<file path="src/rtl/vga_rx.sv">
// rtl/vga_rx.sv - VGA sync receiver: locks onto HS/VS timing and decodes active pixels
module vga_rx #(
  parameter int H_TOTAL = 800,
  parameter int H_START = 144,
  parameter int V_TOTAL = 525,
  parameter int V_START = 35
) (
  input  logic        clk,
  input  logic        rst,
  input  logic        HS,
  input  logic        VS,
  input  logic [3:0]  R,
  input  logic [3:0]  G,
  input  logic [3:0]  B,
  output logic        pix_valid,
  output logic [9:0]  pix_x,
  output logic [8:0]  pix_y,
  output logic [11:0] pix_rgb,
  output logic        frame_start,
  output logic        locked,
  output logic        err_h,
  output logic        err_v,
  output logic [7:0]  frame_count
);

  localparam logic [9:0]  H_LAST = 10'(H_TOTAL - 1);
  localparam logic [9:0]  V_LAST = 10'(V_TOTAL - 1);
  localparam logic [9:0]  H_OFS  = 10'(H_START);
  localparam logic [9:0]  V_OFS  = 10'(V_START);
  localparam logic [10:0] H_LO   = 11'(H_START);
  localparam logic [10:0] H_HI   = 11'(H_START + 640);
  localparam logic [10:0] V_LO   = 11'(V_START);
  localparam logic [10:0] V_HI   = 11'(V_START + 480);
  localparam logic [9:0]  CNT_MAX = 10'h3ff;

  typedef enum logic [1:0] {SEARCH, ACQUIRE, LOCKED} state_t;

  state_t     state;
  logic       hs_d, vs_d, sticky;
  logic [9:0] h_cnt, v_cnt;

  logic       fall_h, fall_v;
  logic [9:0] h_nxt, v_nxt, x_rel, y_rel;
  logic       line_fault, frame_fault, in_window, stay_locked;

  always_comb begin
    fall_h = hs_d & ~HS;
    fall_v = vs_d & ~VS;

    h_nxt = h_cnt;
    if (fall_h)
      h_nxt = '0;
    else if (h_cnt != CNT_MAX)
      h_nxt = h_cnt + 10'd1;

    v_nxt = v_cnt;
    if (fall_v)
      v_nxt = '0;
    else if (fall_h && v_cnt != CNT_MAX)
      v_nxt = v_cnt + 10'd1;

    // A runaway line is flagged once, on the edge where h_cnt saturates.
    line_fault  = (fall_h && h_cnt != H_LAST) || (!fall_h && h_cnt == CNT_MAX - 10'd1);
    frame_fault = fall_v && v_cnt != V_LAST;

    in_window = ({1'b0, h_nxt} >= H_LO) && ({1'b0, h_nxt} < H_HI) &&
                ({1'b0, v_nxt} >= V_LO) && ({1'b0, v_nxt} < V_HI);
    stay_locked = (state == LOCKED) && !line_fault && !frame_fault;
    x_rel = h_nxt - H_OFS;
    y_rel = v_nxt - V_OFS;
  end

  always_ff @(posedge clk) begin
    if (rst) begin
      state       <= SEARCH;
      hs_d        <= 1'b0;
      vs_d        <= 1'b0;
      h_cnt       <= '0;
      v_cnt       <= '0;
      sticky      <= 1'b0;
      pix_valid   <= 1'b0;
      pix_x       <= '0;
      pix_y       <= '0;
      pix_rgb     <= '0;
      frame_start <= 1'b0;
      locked      <= 1'b0;
      err_h       <= 1'b0;
      err_v       <= 1'b0;
      frame_count <= '0;
    end else begin
      hs_d        <= HS;
      vs_d        <= VS;
      h_cnt       <= h_nxt;
      v_cnt       <= v_nxt;
      frame_start <= 1'b0;
      err_h       <= 1'b0;
      err_v       <= 1'b0;

      case (state)
        SEARCH: begin
          if (fall_v) begin
            state  <= ACQUIRE;
            sticky <= 1'b0;
          end
        end
        ACQUIRE: begin
          if (fall_v) begin
            sticky <= 1'b0;
            if (!frame_fault && !sticky && !line_fault) begin
              state       <= LOCKED;
              locked      <= 1'b1;
              frame_start <= 1'b1;
              frame_count <= frame_count + 8'd1;
            end
          end else if (line_fault) begin
            sticky <= 1'b1;
          end
        end
        LOCKED: begin
          if (fall_v && !frame_fault) begin
            frame_start <= 1'b1;
            frame_count <= frame_count + 8'd1;
          end
          if (line_fault || frame_fault) begin
            err_h  <= line_fault;
            err_v  <= frame_fault;
            state  <= SEARCH;
            locked <= 1'b0;
          end
        end
        default: begin
          state  <= SEARCH;
          locked <= 1'b0;
        end
      endcase

      pix_valid <= stay_locked && in_window;
      if (stay_locked && in_window) begin
        pix_x   <= x_rel;
        pix_y   <= y_rel[8:0];
        pix_rgb <= {R, G, B};
      end
    end
  end

endmodule

</file>
<file path="config.mk">
export PLATFORM = sky130hd
export DESIGN_NAME = vga_rx
export DESIGN_NICKNAME = d
export VERILOG_FILES = /design/src/rtl/vga_rx.sv
export SDC_FILE = /design/constraint.sdc
export NUM_CORES = 1
export LEC_CHECK = 0
export BUFFER_PORTS_ARGS = -buffer_cell sky130_fd_sc_hd__buf_2
export CORE_MARGIN = 1
export CORE_UTILIZATION = 45
export DETAILED_ROUTE_END_ITERATION = 10
export PLACE_DENSITY = 0.74
export SLEW_MARGIN = 20
export SYNTH_ARGS = -nofsm -noshare
export SYNTH_HDL_FRONTEND = slang
export SYNTH_SLANG_ARGS = --single-unit
</file>
<file path="constraint.sdc">
create_clock -name clk -period 4.2 [get_ports clk]
set_clock_uncertainty 0.2 [all_clocks]
set_input_delay 0.21 -clock clk [delete_from_list [all_inputs] [get_ports clk]]
set_output_delay 0.21 -clock clk [all_outputs]
set_load 0.02 [all_outputs]
</file>
==> out/qor.csv <==
stage,metric,value,unit
outcome,status,completed,
yosys,ys_seq_area_frac,0.3876,
timing,fmax,261.5,MHz
drt,postRouteAntennaNets,0,
floorplan,die_y,90.99,um
hold_path,min_path_type,in -> reg,
yosys,ys_warn_count,0,
yosys,synthTopCellsByArea,"dfxtp_1 (39%), nor2_1 (7.3%), mux2i_1 (7.0%)",
global_route,antenna_found_initial,0,
cts,cts_setup_buffers,0,
layout,nets,502,
setup_path,cp-end-kind,flop,
layout,layout_common_cells,"nor2_1 (69), dfxtp_1 (69), buf_2 (59)",
placement,io_buffers,59,
timing,relSlewSlack,0.4307,
power_and_ir_drop,peakVddDrop,0.2504,mV
setup_path,startpoint_type,flop,
drt,drc_errors,0,
timing,min_period,3825,ps
timing,hold_slack,257.4,ps
cts,cts_buffer_depth,2,
cts,numCtsBuffers,9,
floorplan,rows,32,
placement,place_inst,551,
setup_path,critPathArrivalTime,3830,ps
floorplan,fp.dieW,90.99,um
layout,syn_to_final_growth,20.86,%
placement,place.detailed.hpwl,5890,um
drt,vias,3280,
yosys,ys_ff_latch,69,
cts,clkSlewWorstSetupHoldPaths,80,ps
yosys,syn_inst,405,
layout,fin_cells,580,
timing,fin_tns_setup,0,ps
job,maxCapViolCount,0,
timing,maxSlewViolCount,0,
yosys,async_flop_share,0,
drt,wl_per_cell,14.85,um
cts,clockRootBuffer,clkbuf_8,
timing,setup_viol,0,
timing,worst_pin_slew,853.9,ps
floorplan,core_area,7687,um2
drt,routed_via_density,5.655,
timing,finalHoldViolCount,0,
yosys,synth_edf_count,0,
timing,period_share,0.9106,
setup_path,cp_max_fo,33,
cts,clk_latency,340,ps
yosys,syn_area,3563,um2
layout,n_antenna_cell,0,
setup_path,required,4200,ps
global_route,grt_pass1_wl,14240,um
yosys,ys.flop_type,dfxtp_1,
global_route,grt.overflow.total,0,
yosys,synth_fp_nets,433,
floorplan,io_pins,60,
drt,dr.pass1.iters,7,
global_route,grt_usage,0.2148,
yosys,avgSynthCellArea,8.799,um2
power_and_ir_drop,p_per_area,319.6,nW/um2
yosys,synth_largest_area_cell,dfxtp_1,
global_route,grt_start_max_net_pins,44,
floorplan,fp.dieArea,8278,um2
global_route,grt_pass1_vias,3021,
cts,cts_tree,done,
yosys,ys_types,60,
layout,fillers,707,
layout,utilization,0.5602,
placement,gp_congestion,0.9389,
cts,cts_max_level,3,
placement,dpl_cell_area,3944,um2
layout,final_layout_size_suffix_gt1_frac,0.2008,
drt,routed_wirelength,8615,um
setup_path,criticalPathCategory,reg -> reg,
layout,finish.instance_area,4307,um2
power_and_ir_drop,p_leak,1.755,nW
timing,rsz0062_at_grt,no,
floorplan,initial_utilization,0.4635,
yosys,synth_top_area_frac,0.3876,
drt,drt_iter0_drc,271,
cts,clkSinkCount,69,
## state kept, by name (all words and copies together) (netlist names)
register / count
hs_d: 1
v_cnt: 10
frame_count: 8
locked: 1
sticky: 1
pix_y: 9
pix_x: 10
h_cnt: 10
err_v: 1
state: 2
frame_start: 1
vs_d: 1
pix_valid: 1
err_h: 1
pix_rgb: 12
## worst paths after layout
kind,cells past startpoint,endpoint,slack (ps),start
setup / recovery,13,pix_rgb[0]$_SDFFE_PP0P_,380,v_cnt[1]$_SDFF_PP0_
hold / removal,2,v_cnt[5]$_SDFF_PP0_,260,rst
setup reg to reg,13,pix_rgb[0]$_SDFFE_PP0P_,380,v_cnt[1]$_SDFF_PP0_
hold reg to reg,2,pix_y[6]$_SDFFE_PP0P_,290,pix_y[6]$_SDFFE_PP0P_
## metrics by stage
stage | power (mW) | setup WS [ps]
2_1_floorplan | 0.7501 | 822.7
3_3_place_gp | 0.7761 | 568.9
3_5_place_dp | 0.7780 | 407.3
4_1_cts | 1.386 | 391.5
5_1_grt | 1.422 | 37.77
6_report | 1.376 | 375.5
## synth_stat cells (5+ instances only)
| master | n |
|---|---|
| a211oi_2 | 7 |
| a21o_1 | 6 |
| a21oi_1 | 11 |
| a31oi_1 | 8 |
| and2_1 | 9 |
| and3_1 | 6 |
| clkbuf_1 | 15 |
| dfxtp_1 | 69 |
| ha_1 | 12 |
| inv_1 | 11 |
| mux2i_1 | 25 |
| nand2_1 | 23 |
| nand3_1 | 15 |
| nand4_1 | 6 |
| nor2_1 | 69 |
| nor2b_1 | 5 |
| nor3_1 | 11 |
| nor4_1 | 5 |
| o211ai_1 | 5 |
| o21ai_0 | 5 |
| xnor2_1 | 7 |
| xor2_1 | 12 |
## cell type report
cell class,count,area [um2],area share
Clock buffer,10,137.6,0.03196
Clock inverter,5,85.08,0.01976
Sequential cell,69,1381,0.3207
Multi-Input combinational cell,303,2033,0.4721
Timing Repair Buffer,80,500.5,0.1162
Tap cell,102,127.6,0.02963
Inverter,11,41.29,0.009587
## kinds of logic after synthesis
group           Yosys count  share of synthesized area
simple gates            174                     0.2468
buf+inv                  33                    0.04178
mux                      25                    0.07022
flops                    69                     0.3876
compound gates           73                     0.1647
fa+ha+maj                12                    0.04213
xor+xnor                 19                    0.04670
## critical path, stage by stage (launching register included)
cell	delay, ps
dfxtp_1	420
ha_1	210
nand3_1	180
o31ai_1	510
nor2_1	80
a21oi_1	180
nor2_1	70
ha_1	270
nor4_2	450
nand4b_1	210
a211oi_4	330
buf_12	260
mux2i_1	250
nor2_1	50
## what timing repair did
action	in CTS	in global routing
resized for setup	0	0
hold endpoints to repair	14	0
hold buffers	14	0
## metal layers
metal / global-route usage / wire, um / share of wire
met2: 0.3270 / 3927 / 0.46
met5: 0 / 0 / 0
met1: 0.2843 / 3926 / 0.46
met3: 0.04858 / 517 / 0.060
met4: 0.1111 / 244 / 0.028
## power by group
group,switching (mW),leakage (nW),internal [mW]
registers,0.00919,0.557,0.663
clock network,0.252,0.109,0.349
logic,0.0603,1.09,0.0422
Power figures use the tool's default switching activity.
